[src/rtl/lsu_pkg.sv]
// Shared LSU types and store lane formatting helpers (also used by the load mux).
// Latency: none, package only.
// Backpressure: not applicable.
package lsu_pkg;

    typedef enum logic [1:0] {SZ_B, SZ_H, SZ_W, SZ_X} st_size_e;

    // Any address bit in this window selects the peripheral/tohost target
    localparam logic [31:0] PERIPH_MASK = 32'h0000_F000;

    typedef struct packed {
        logic [31:0] addr;
        logic [31:0] wdata;
        logic [3:0]  wmask;
    } per_req_t;

    // True when the access size is legal and naturally aligned
    function automatic logic st_aligned(input st_size_e sz, input logic [1:0] a);
        logic ok;
        ok = 1'b0;
        case (sz)
            SZ_B:    ok = 1'b1;
            SZ_H:    ok = ~a[0];
            SZ_W:    ok = (a == 2'b00);
            default: ok = 1'b0;
        endcase
        return ok;
    endfunction

    // Replicate data across byte lanes and build the matching byte mask
    function automatic per_req_t fmt_store(input logic [31:0] addr,
                                           input logic [31:0] d,
                                           input st_size_e    sz);
        per_req_t r;
        r.addr  = addr;
        r.wdata = d;
        r.wmask = 4'hF;
        case (sz)
            SZ_B: begin
                r.wdata = {4{d[7:0]}};
                r.wmask = 4'b0001 << addr[1:0];
            end
            SZ_H: begin
                r.wdata = {2{d[15:0]}};
                r.wmask = 4'b0011 << {addr[1], 1'b0};
            end
            default: begin
                r.wdata = d;
                r.wmask = 4'hF;
            end
        endcase
        return r;
    endfunction

endpackage

[src/rtl/sync_fifo.sv]
// Generic single-clock FIFO with wrap-bit pointers.
// Latency: a pushed entry appears at head the cycle after the push.
// Backpressure: push ignored when full unless a pop happens in the same cycle.
module sync_fifo #(
    parameter type T     = logic,
    parameter int  DEPTH = 4
) (
    input  logic clk,
    input  logic rst_n,
    input  logic push,
    input  T     din,
    input  logic pop,
    output logic full,
    output logic empty,
    output T     head
);

    localparam int AW = $clog2(DEPTH);

    logic [AW:0] wr_q, wr_d, rd_q, rd_d;
    T            mem_q [DEPTH];
    logic        do_pop, do_push;

    assign empty   = (wr_q == rd_q);
    assign full    = (wr_q[AW] != rd_q[AW]) && (wr_q[AW-1:0] == rd_q[AW-1:0]);
    assign do_pop  = pop & ~empty;
    assign do_push = push & (~full | do_pop);
    assign head    = mem_q[rd_q[AW-1:0]];

    // Next-state pointers; an extra wrap bit separates full from empty
    always_comb begin
        wr_d = wr_q;
        rd_d = rd_q;
        if (do_push) wr_d = wr_q + (AW+1)'(1);
        if (do_pop)  rd_d = rd_q + (AW+1)'(1);
    end

    // Pointer registers; reset discards every queued entry
    always_ff @(posedge clk or negedge rst_n) begin
        if (!rst_n) begin
            wr_q <= '0;
            rd_q <= '0;
        end else begin
            wr_q <= wr_d;
            rd_q <= rd_d;
        end
    end

    // Storage; when full, push+pop writes the slot being vacated by the head
    always_ff @(posedge clk) begin
        if (do_push) mem_q[wr_q[AW-1:0]] <= din;
    end

endmodule

[src/rtl/lsu_store_router.sv]
// Formats core stores into byte lanes and steers them to dmem or a peripheral queue.
// Latency: dmem writes combinational (0 cycles); peripheral head visible 1 cycle after push.
// Backpressure: st_stall only when the peripheral queue is full and its head is not popping.
module lsu_store_router
    import lsu_pkg::*;
#(
    parameter int DEPTH = 4,
    parameter int ERR_W = 8
) (
    input  logic             clk,
    input  logic             rst_n,
    input  logic             st_valid,
    input  logic [31:0]      st_addr,
    input  logic [31:0]      st_wdata,
    input  logic [1:0]       st_size,
    output logic             st_stall,
    output logic             dmem_we,
    output logic [31:0]      dmem_addr,
    output logic [31:0]      dmem_wdata,
    output logic [3:0]       dmem_wmask,
    output logic             per_valid,
    input  logic             per_ready,
    output logic [31:0]      per_addr,
    output logic [31:0]      per_wdata,
    output logic [3:0]       per_wmask,
    output logic             per_pending,
    output logic             misalign,
    output logic [ERR_W-1:0] misalign_cnt
);

    st_size_e   sz;
    per_req_t   req, head;
    logic       aligned, pw, full, empty, pop, push;
    logic       misalign_q, misalign_d;
    logic [ERR_W-1:0] cnt_q, cnt_d;

    assign sz      = st_size_e'(st_size);
    assign aligned = st_aligned(sz, st_addr[1:0]);
    assign pw      = |(st_addr & PERIPH_MASK);
    assign req     = fmt_store(st_addr, st_wdata, sz);

    // Memory path: zero latency, outputs forced to zero when not writing
    assign dmem_we    = st_valid & aligned & ~pw;
    assign dmem_addr  = dmem_we ? req.addr  : 32'h0;
    assign dmem_wdata = dmem_we ? req.wdata : 32'h0;
    assign dmem_wmask = dmem_we ? req.wmask : 4'h0;

    // Peripheral path: a pop frees the slot the same cycle so a full queue still accepts
    assign pop      = per_valid & per_ready;
    assign push     = st_valid & aligned & pw & (~full | pop);
    assign st_stall = st_valid & aligned & pw & full & ~pop;

    sync_fifo #(.T(per_req_t), .DEPTH(DEPTH)) u_fifo (
        .clk   (clk),
        .rst_n (rst_n),
        .push  (push),
        .din   (req),
        .pop   (pop),
        .full  (full),
        .empty (empty),
        .head  (head)
    );

    assign per_valid   = ~empty;
    assign per_pending = ~empty;
    assign per_addr    = head.addr;
    assign per_wdata   = head.wdata;
    assign per_wmask   = head.wmask;

    // Dropped-store pulse and saturating counter next state
    always_comb begin
        misalign_d = st_valid & ~aligned;
        cnt_d      = cnt_q;
        if (misalign_d && !(&cnt_q)) cnt_d = cnt_q + ERR_W'(1);
    end

    // Error reporting registers
    always_ff @(posedge clk or negedge rst_n) begin
        if (!rst_n) begin
            misalign_q <= 1'b0;
            cnt_q      <= '0;
        end else begin
            misalign_q <= misalign_d;
            cnt_q      <= cnt_d;
        end
    end

    assign misalign     = misalign_q;
    assign misalign_cnt = cnt_q;

endmodule

[config.mk]
export PLATFORM = sky130hd
export DESIGN_NAME = lsu_store_router
export DESIGN_NICKNAME = d
export VERILOG_FILES = /design/src/rtl/lsu_pkg.sv /design/src/rtl/sync_fifo.sv /design/src/rtl/lsu_store_router.sv
export SDC_FILE = /design/constraint.sdc
export NUM_CORES = 1
export LEC_CHECK = 0
export CORE_MARGIN = 8
export CORE_UTILIZATION = 52
export CTS_BUF_LIST = sky130_fd_sc_hd__clkbuf_16
export DETAILED_ROUTE_END_ITERATION = 16
export GPL_TIMING_DRIVEN = 1
export MAX_ROUTING_LAYER = met4
export PLACE_DENSITY = 0.8
export SETUP_SLACK_MARGIN = 0.1
export SLEW_MARGIN = 10
export SYNTH_ARGS = -nofsm -noshare
export SYNTH_HDL_FRONTEND = slang
export SYNTH_HIERARCHICAL = 1
export SYNTH_SLANG_ARGS = --single-unit
export TNS_END_PERCENT = 1
[constraint.sdc]
create_clock -name clk -period 4.9 [get_ports clk]
set_input_delay 0.735 -clock clk [delete_from_list [all_inputs] [get_ports clk]]
set_output_delay 0.735 -clock clk [all_outputs]
set_load 0.005 [all_outputs]
==> key figures, run 1 <==
Timing
  – Fin. max-slew vios: 0
  – Hold slack: 0.559 ns
  – Worst-margin pin slew: 1.03 ns
  – Rel. slew slack: 31.1%
  – Final period utilization: 85.4%
  – Setup Viol. Count Final: 0
  – Unrepaired setup endpoints after global routing: false
  – Min Tclk post-route: 4.18 ns
  – Worst Skew: 0.0148 ns
  – F_max: 0.239 GHz
  – Sum Neg Setup Slack: 0 ns
  – Endpoints failing hold: 0

Synth
  – Seq/Total Area, Yosys: 73.6%
  – Count leader, synth: edfxtp_1
  – Synth unique cells: 44
  – Area contributors post-synth: edfxtp_1, mux4_2, and2_1
  – Post-synth ARST share: 5.23%
  – Yosys warns: 6
  – Synth area leader: edfxtp_1
  – Post-Syn Area: 0.0116 mm^2
  – Commonest cells post-synth: edfxtp_1, mux4_2, and2_1
  – Mapped Cells: 583
  – Top_reg_cell synth: edfxtp_1
  – Mapped Avg Cell Area: 19.9 um^2
  – Yosys reg bits: 287
  – Area share of the largest cell type after synthesis: 70.3%
  – Post-synth EDFFs: 272

Critical path
  – Reg-to-reg startpoint: u_fifo/rd_q[0]$_DFFE_PN0P_
  – FF-to-FF setup slack: 1.21 ns
  – Required time worst endpoint: 4.16 ns
  – Startpoint Class: input port
  – Worst path arrival time: 3.45 ns
  – Critical path type: input port to primary output
  – FF-to-FF End: u_fifo/mem_q[3][61]$_DFFE_PP_
  – CP Max Fanout: 34
  – R2R cell count: 10
  – Setup crit end: dmem_wmask[1]
  – CP endpoint kind: primary output
  – Critical Path Source: st_addr[12]

Routing
  – Routed wire per std cell: 23.9 um
  – WL final: 26.6 mm
  – Residual DRC: 0
  – Remaining antenna violation count: 0
  – Drt first-iter violations: 395
  – Drt first pass iters: 5
  – DR vias/cell: 5.70
  – Via count: 6340

Placed design
  – HPWL Detailed: 17.3 mm
  – Placed Cells: 1061
  – Gpl congestion: 0.842
  – I/O Buffers: 214

Cells and area
  – Fillers: 1402
  – Antenna cells: 0
  – Final Non-Filler Cells: 1113
  – Fin nets: 887
  – P&R area growth vs syn: 29.2%
  – Layout cells sized above 1: 18.5%

Power and ir drop
  – Switching power total: 0.00211 W
  – VDD IR max: 297 uV
  – Leak pwr: 5.03 nW
  – Pwr/cell area: 510 mW/mm^2
  – Switching share of power: 27.5%
  – Comb pwr share: 31.7%
  – Clock power frac: 26.4%
  – Cell Int Power: 0.00554 W
  – Flop pwr share: 42.0%

Floorplanning
  – Initial core utilization: 53.0%
  – Core footprint: 0.0219 mm^2
  – Chip height: 165 um
  – Row cnt: 54
  – IO Count: 219
  – Die width: 165 um
  – Die area: 0.0274 mm^2

Clock tree
  – CTS resizes: 0
  – CTS buffer count: 28
  – Clock sink count: 287
  – Hold-fix buffers at CTS: 0
  – CTS tree: yes
  – Clk buf depth: 3
  – H-Tree Depth: 1
  – Clock Latency Late Sink: 0.54 ns
  – CTS Root Cell: clkbuf_16
  – Postcts setup bufs: 0
  – Clock transition at path regs: 0.06 ns

Global route
  – Largest net degree at the start of global routing: 71
  – Initial antenna violation count: 0
  – GRT overflow: 0
  – Vias in the first global route: 6914
  – First-pass GRT wire length: 39.9 mm
  – Total GRT Usage: 19.9%

Status
  – Status: finished clean

Hold path
  – Tightest Hold Check Type: flop to flop
  – Worst Min Path Start: misalign_cnt[3]$_DFFE_PN0P_

Run
  – Max-cap viol count: 0
==> flip-flops by register name, indices dropped and copies added, names as in the netlist <==
| signal | cells |
|---|---|
| misalign | 1 |
| misalign_cnt | 8 |
| u_fifo/mem_q | 272 |
| u_fifo/rd_q | 3 |
| u_fifo/wr_q | 3 |
==> metal layers <==
layer	track usage, %	part of all wire (%)	vias to the layer above
met3	4.31	9.1	32
met1	25.2	41	3239
li1	-	-	2777
met2	32.7	49	292
met5	-	0	-
met4	4.34	1.4	0
==> how the worst min path moves through the flow <==
| stage | end | slack, ns | depth (start not counted) |
|---|---|---|---|
| final | misalign_cnt[3]$_DFFE_PN0P_ | 0.56 | 1 |
| after global routing | misalign_cnt[3]$_DFFE_PN0P_ | 0.58 | 1 |
| after CTS | misalign_cnt[3]$_DFFE_PN0P_ | 0.57 | 1 |
| after detailed placement | misalign_cnt[3]$_DFFE_PN0P_ | 0.55 | 1 |
| after global placement | misalign_cnt[3]$_DFFE_PN0P_ | 0.52 | 1 |
| after floorplan | misalign$_DFF_PN0_ | 0.44 | 0 |
==> power by group through the flow <==
stage	Sequential [W]	Combinational, W	Clock [W]
after global placement	0.00323	0.00241	0
after floorplan	0.00317	0.00130	0
after CTS	0.00322	0.00248	0.00206
after detailed placement	0.00326	0.00245	0
final	0.00321	0.00242	0.00202
after global routing	0.00324	0.00260	0.00216
==> critical path: stages <==
cell and delay [ns]:
clkdlybuf4s50_1 0.48, nor4_1 0.66, and3_2 0.66, buf_12 0.23
and2_1 0.16, clkdlybuf4s50_1 0.51
==> per-stage QoR <==
stage                     setup slack [ns]  power (W)  instance area [um^2]  utilization [%]
final                                0.716    0.00765                 15000             68.5
after global routing                 0.567    0.00800                 15000             68.5
after global placement               0.889    0.00565                 14100             64.5
after floorplan                       1.14    0.00447                 11600                -
after detailed placement             0.718    0.00571                 14100             64.5
after CTS                            0.696    0.00775                 15000             68.5
==> cell families after synthesis <==
group	share of synthesized area (%)
flops	73.6
simple gates	5.48
mux	16.2
buf+inv	1.82
compound gates	1.63
xor+xnor	0.603
fa+ha+maj	0.647
other cells	0.0323
==> cell type report <==
type	count	area (um^2)	share of cell area (%)
flip-flops and latches	287	8550	57.0
multi-input cells	255	2880	19.2
repair buffers	230	2300	15.3
clock buffers	28	701	4.67
well taps	280	350	2.34
clock inverters	24	178	1.18
inverters	9	35.0	0.234
==> cell usage in the layout (no fill, tap or decap), types with 2 or more instances in the layout <==
| cell | instances |
|---|---|
| a21o_1 | 2 |
| and2_1 | 65 |
| and3_4 | 3 |
| buf_12 | 3 |
| buf_4 | 13 |
| bufinv_16 | 2 |
| clkbuf_16 | 28 |
| clkdlybuf4s50_1 | 214 |
| clkinv_1 | 4 |
| clkinv_2 | 6 |
| clkinvlp_4 | 3 |
| conb_1 | 4 |
| dfrtp_1 | 13 |
| dfrtp_4 | 2 |
| edfxtp_1 | 272 |
| ha_1 | 6 |
| inv_1 | 16 |
| mux2_1 | 5 |
| mux2_2 | 19 |
| mux2i_1 | 8 |
| mux4_2 | 68 |
| nand2_1 | 17 |
| nand2b_1 | 2 |
| nand3_1 | 3 |
| nor2_1 | 6 |
| nor3_1 | 5 |
| o21a_1 | 2 |
| o21ai_0 | 9 |
| o21bai_1 | 2 |
| o31ai_1 | 3 |
| xnor2_1 | 2 |
| xor2_1 | 6 |
Note: power is estimated with default switching activity, not from simulation.
==> run 2: changes to the inputs <==
CORE_UTILIZATION = 60   (was 52)
DONT_BUFFER_PORTS = 1   (was not set)
PLACE_DENSITY = 0.76   (was 0.8)
==> run 2 against run 1 <==
Against the previous run:
- worst setup slack improved by 0.48 ns
- first-iteration DRC count fell by 17%
- sequential power is essentially flat
- largest power group unchanged
- sequential share of layout area is 9.7 points higher
- register-to-register slack hardly changed
- critical path type is now flop to flop
- die area fell by 12%
- clock skew fell by 0.0046 ns
- sequential cell count did not move
- utilization is 1.8 points lower
- non-clock buffer count shrank 224
==> key figures, run 2 (synthesis gave the netlist of run 1 again) <==
Routing
  – Routed wire per std cell: 26.6 um (+11%)
  – WL final: 23.2 mm (-12%)
  – Residual DRC: 0 (unchanged)
  – Drt first-iter violations: 329 (-17%)
  – Via count: 5374 (-15%)
  – DR vias/cell: 6.15 (+7.9%)
  – Remaining antenna violation count: 0 (unchanged)
  – Drt first pass iters: 5 (unchanged)

Floorplanning
  – Die width: 155 um (-6.2%)
  – Chip height: 155 um (-6.2%)
  – Row cnt: 51 (-5.6%)
  – Die area: 0.0241 mm^2 (-12%)
  – Core footprint: 0.0192 mm^2 (-12%)
  – Initial core utilization: 60.5% (+7.4 points)
  – IO Count: 219 (unchanged)

Clock tree
  – Postcts setup bufs: 0 (unchanged)
  – Hold-fix buffers at CTS: 1 (+1)
  – CTS resizes: 0 (unchanged)
  – H-Tree Depth: 1 (unchanged)
  – CTS Root Cell: clkbuf_16
  – Clock sink count: 287 (unchanged)
  – Clock transition at path regs: 0.06 ns (about the same)
  – CTS tree: yes
  – Clk buf depth: 3 (unchanged)
  – CTS buffer count: 28 (unchanged)
  – Clock Latency Late Sink: 0.53 ns (about the same)

Cells and area
  – P&R area growth vs syn: 10.4%
  – Fin nets: 663 (-25%)
  – Leading cell type in the layout, fill and taps excluded: edfxtp_1
  – Max reg flops: 272 (unchanged)
  – Final Non-Filler Cells: 874 (-21%)
  – Layout cells sized above 1: 23.7% (+5.2 points)
  – Most frequent cells in the layout: edfxtp_1, mux4_2, and2_1
  – Fin util: 66.7% (-1.8 points)

Global route
  – Vias in the first global route: 5673 (-18%)
  – First-pass GRT wire length: 34.7 mm (-13%)
  – Total GRT Usage: 19.7% (-0.20 points)
  – Initial antenna violation count: 1 (+1)
  – Largest net degree at the start of global routing: 71 (unchanged)
  – GRT overflow: 0 (unchanged)

Placed design
  – Gpl congestion: 0.803 (-4.6%)
  – HPWL Detailed: 14.6 mm (-16%)
  – DP Worst Slack: 1.25 ns (+0.529 ns)
  – I/O Buffers: 0 (-100%)
  – Placed Cells: 821 (-23%)

Hold path
  – Tightest Hold Check Type: input port to flop
  – Worst Min Path Start: st_addr[31]
  – End of the worst hold path: u_fifo/mem_q[1][67]$_DFFE_PP_
  – Hold Path Stages: 0 (-1)

Critical path
  – CP endpoint kind: flop
  – FF-to-FF End: u_fifo/mem_q[2][10]$_DFFE_PP_
  – Required time worst endpoint: 5.04 ns (+0.88 ns)
  – Worst path arrival time: 3.84 ns (+0.39 ns)
  – Startpoint Class: flop
  – Critical Path Source: u_fifo/rd_q[0]$_DFFE_PN0P_
  – Critical path type: flop to flop
  – R2R cell count: 7 (-3)
  – FF-to-FF setup slack: 1.20 ns (about the same)
  – Reg-to-reg startpoint: u_fifo/rd_q[0]$_DFFE_PN0P_
  – CP Max Fanout: 68 (+100%)

Power and ir drop
  – VDD IR max: 342 uV (+15%)
  – Pwr/cell area: 544 mW/mm^2 (+6.7%)
  – Leak pwr: 4.19 nW (-17%)

Run
  – Max-cap viol count: 0 (unchanged)

Timing
  – Fin. max-slew vios: 0 (unchanged)
  – Setup ws final: 1.20 ns (+0.481 ns)
  – Min Tclk post-route: 3.70 ns (-0.481 ns)
  – Final period utilization: 75.6% (-9.8 points)
  – Unrepaired setup endpoints after global routing: false
  – Worst-margin pin slew: 1.10 ns (+0.0660 ns)
  – Endpoints failing hold: 0 (unchanged)
  – Hold slack: 0.301 ns (-0.258 ns)
  – Sum Neg Setup Slack: 0 ns (unchanged)
  – Worst Skew: 0.0101 ns (-0.00464 ns)
  – Rel. slew slack: 26.7% (-4.4 points)
  – Setup Viol. Count Final: 0 (unchanged)
  – F_max: 0.270 GHz (+13%)

Status
  – Status: finished clean
==> run 2: worst max-delay path by stage <==
stage,to,slack (ns),depth (start not counted)
2_1_floorplan,u_fifo/mem_q[0][0]$_DFFE_PP_,1.14,6
3_3_place_gp,u_fifo/mem_q[1][16]$_DFFE_PP_,1.40,7
3_5_place_dp,u_fifo/mem_q[1][57]$_DFFE_PP_,1.25,7
4_1_cts,u_fifo/mem_q[1][55]$_DFFE_PP_,1.21,7
5_1_grt,u_fifo/mem_q[2][38]$_DFFE_PP_,0.96,7
6_report,u_fifo/mem_q[2][10]$_DFFE_PP_,1.20,7
==> run 2: power breakdown <==
group	internal [W]	total (W)	switching [W]
Combinational	0.000698	0.00159	0.000894
Clock	0.00133	0.00218	0.000847
Sequential	0.00304	0.00321	0.000173
==> run 2: per-stage QoR <==
stage	total power, W	cell area [um^2]
after floorplan	0.00447	11600
after global placement	0.00484	11900
after detailed placement	0.00490	11900
after CTS	0.00708	12800
after global routing	0.00730	12800
final	0.00698	12800
==> run 2: layer usage <==
layer  routed length (um)  GRT usage (%)  part of all wire (%)  vias up
met2                11300           31.1                    49      218
met5                    0              -                     0        -
met1                 9150           24.1                    39     2805
met3                 2360           7.05                    10       30
met4                  397           4.53                   1.7        0
li1                     -              -                     -     2321
==> run 2: layout make-up <==
| type | count | area (um^2) |
|---|---|---|
| tap | 265 | 332 |
| clock inverter | 22 | 228 |
| timing repair buffer | 6 | 60.1 |
| antenna | 1 | 2.50 |
| inverter | 9 | 35.0 |
| fill | 1248 | 6390 |
| sequential | 287 | 8550 |
| clock buffer | 29 | 726 |
| multi-input combinational | 255 | 2880 |
==> run 2: critical path: stages (launching register included) <==
cell	delay (ns)
dfrtp_4	0.73
xor2_1	0.53
or2_1	0.21
nor2_1	0.05
inv_1	0.14
nand2_1	0.10
a21oi_1	0.46
and3_4	0.99
==> run 3: changes to the inputs <==
CORE_UTILIZATION = 57   (was 60)
PLACE_DENSITY = 0.75   (was 0.76)
clock period = 3.36 ns   (was 4.9 ns; I/O delays follow)
==> run 3 against run 2 <==
Against the previous run:
- largest cell class unchanged
- die area is 4.7% higher
- global-route usage is 0.068 points lower
- wire length is 4.6% higher
- largest power group unchanged
- critical path type unchanged
- sequential power is 44% higher
- final area is 0.62% higher
- fmax is 22% higher
- sequential share of layout area is 0.41 points lower
==> key figures, run 3 (synthesis gave the netlist of run 1 again) <==
Status
  – Status: finished clean

Power and ir drop
  – Pwr/cell area: 806 mW/mm^2 (+48%)
  – VDD IR max: 515 uV (+51%)
  – Leak pwr: 4.22 nW (+0.82%)
  – Total power: 0.0104 W (+49%)

Cells and area
  – P&R area growth vs syn: 11.1%
  – Fin nets: 668 (+0.75%)
  – Fin util: 64.2% (-2.6 points)
  – Most frequent cells in the layout: edfxtp_1, mux4_2, and2_1
  – Leading cell type in the layout, fill and taps excluded: edfxtp_1
  – Finished Cell Area: 0.0129 mm^2 (+0.62%)
  – Fillers: 1342 (+7.5%)
  – Layout cells sized above 1: 24.8% (+1.1 points)
  – Final Non-Filler Cells: 885 (+1.3%)
  – Max reg flops: 272 (unchanged)

Floorplanning
  – Core footprint: 0.0201 mm^2 (+4.7%)
  – Die width: 159 um (+2.3%)
  – Die area: 0.0252 mm^2 (+4.7%)
  – Initial core utilization: 57.8% (-2.7 points)
  – Row cnt: 52 (+2.0%)
  – Chip height: 159 um (+2.3%)
  – IO Count: 219 (unchanged)

Routing
  – Drt first-iter violations: 365 (+11%)
  – Residual DRC: 0 (unchanged)
  – Drt first pass iters: 4 (-1)
  – DR vias/cell: 6.25 (+1.6%)
  – Routed wire per std cell: 27.5 um (+3.3%)
  – Via count: 5527 (+2.8%)
  – Remaining antenna violation count: 0 (unchanged)
  – WL final: 24.3 mm (+4.6%)

Placed design
  – Gpl congestion: 0.812 (+1.2%)
  – Placed Area: 0.0119 mm^2 (+0.31%)
  – Placed Cells: 830 (+1.1%)
  – HPWL Detailed: 15.2 mm (+4.4%)
  – I/O Buffers: 0 (unchanged)

Critical path
  – Worst path arrival time: 3.17 ns (-0.67 ns)
  – Startpoint Class: flop
  – Required time worst endpoint: 3.51 ns (-1.53 ns)
  – Critical path type: flop to flop
  – CP Max Fanout: 68 (unchanged)
  – Critical Path Source: u_fifo/rd_q[0]$_DFFE_PN0P_
  – Reg-to-reg startpoint: u_fifo/rd_q[0]$_DFFE_PN0P_
  – CP endpoint kind: flop

Clock tree
  – Clock sink count: 287 (unchanged)
  – CTS buffer count: 29 (+3.6%)
  – CTS Root Cell: clkbuf_16
  – Clock Latency Late Sink: 0.54 ns (about the same)
  – Clk buf depth: 3 (unchanged)
  – CTS tree: yes
  – H-Tree Depth: 1 (unchanged)
  – Clock transition at path regs: 0.06 ns (about the same)

Timing
  – Fin. max-slew vios: 0 (unchanged)
  – Endpoints failing hold: 0 (unchanged)
  – Setup Viol. Count Final: 0 (unchanged)
  – Worst-margin pin slew: 1.10 ns (-0.000215 ns)
  – Min Tclk post-route: 3.03 ns (-0.676 ns)
  – F_max: 0.330 GHz (+22%)
  – Sum Neg Setup Slack: 0 ns (unchanged)
  – Unrepaired setup endpoints after global routing: false
  – Worst Skew: 0.0121 ns (+0.00194 ns)
  – Rel. slew slack: 26.7% (about the same)
  – Final period utilization: 90.1% (+15 points)

Hold path
  – Tightest Hold Check Type: input port to flop
  – Worst Min Path Start: st_addr[3]

Run
  – Max-cap viol count: 0 (unchanged)

Global route
  – Total GRT Usage: 19.6% (-0.068 points)
  – Most used routing layer: met2
  – Largest net degree at the start of global routing: 71 (unchanged)
  – Vias in the first global route: 5900 (+4.0%)
  – GRT overflow: 0 (unchanged)
  – Initial antenna violation count: 1 (unchanged)
  – Met3 Use GR: 6.31% (-0.74 points)
  – M2 GR Usage: 30.8% (-0.29 points)
  – GR Layer Usage met1: 24.3% (+0.15 points)
  – First-pass GRT wire length: 36.9 mm (+6.6%)
==> run 3: cell types whose count changed in the layout (fill, tap and decap cells not counted) <==
cell	change
clkinv_1	-1
bufinv_16	+1
buf_4	+4
clkinv_2	+1
clkinv_4	+1
inv_1	-1
clkinvlp_4	+1
==> run 3: cell type report <==
class,instances,area (um^2),area share [%]
Multi-Input combinational cell,255,2880,22.4
Clock inverter,24,272,2.11
Clock buffer,29,726,5.63
Antenna cell,1,2.50,0.0194
Inverter,9,35.0,0.272
Timing Repair Buffer,10,90.1,0.698
Sequential cell,287,8550,66.3
Tap cell,270,338,2.62
==> run 3: worst paths after layout <==
| check | cells after the start | slack, ns | to |
|---|---|---|---|
| min in group asynchronous | 1 | 0.46 | u_fifo/rd_q[1]$_DFFE_PN0P_ |
| setup / recovery | 7 | 0.33 | u_fifo/mem_q[2][18]$_DFFE_PP_ |
| hold / removal | 0 | 0.06 | u_fifo/mem_q[0][39]$_DFFE_PP_ |
| hold reg to reg | 1 | 0.58 | misalign_cnt[0]$_DFFE_PN0P_ |
| setup reg to reg | 7 | 0.33 | u_fifo/mem_q[2][18]$_DFFE_PP_ |
| max in group asynchronous | 1 | 2.39 | u_fifo/rd_q[0]$_DFFE_PN0P_ |
==> run 3: what timing repair did <==
item | CTS | global route
hold buffers | 1 | 0
gates resized for setup | 0 | 0
setup buffers | 0 | 0
endpoints found under the hold margin | 15 | 0
==> run 3: critical path, stage by stage, from the launching register on <==
cell     delay, ns
dfrtp_4       0.50
xor2_1        0.19
or2_1         0.14
nor2_1        0.04
inv_1         0.08
nand2_1       0.08
a21oi_1       0.51
and3_4        1.04
==> run 3: per-layer routing <==
metal | wire length (um) | share of wire, %
met1 | 9570 | 39
met2 | 11800 | 49
met3 | 2520 | 10
met4 | 438 | 1.8
met5 | 0 | 0
==> run 3: report_power, final <==
part	leakage (nW)	switching [W]	internal, W
combinational	1.09	0.00141	0.00107
sequential	2.65	0.000181	0.00443
clock	0.490	0.00128	0.00203
==> run 3: metrics by stage <==
step	hold WS, ns	setup slack [ns]
floorplan	0.208	-0.363
global placement	0.209	0.539
detailed placement	0.209	0.382
CTS	0.0390	0.375
global route	0.0291	0.155
finish	0.0613	0.333
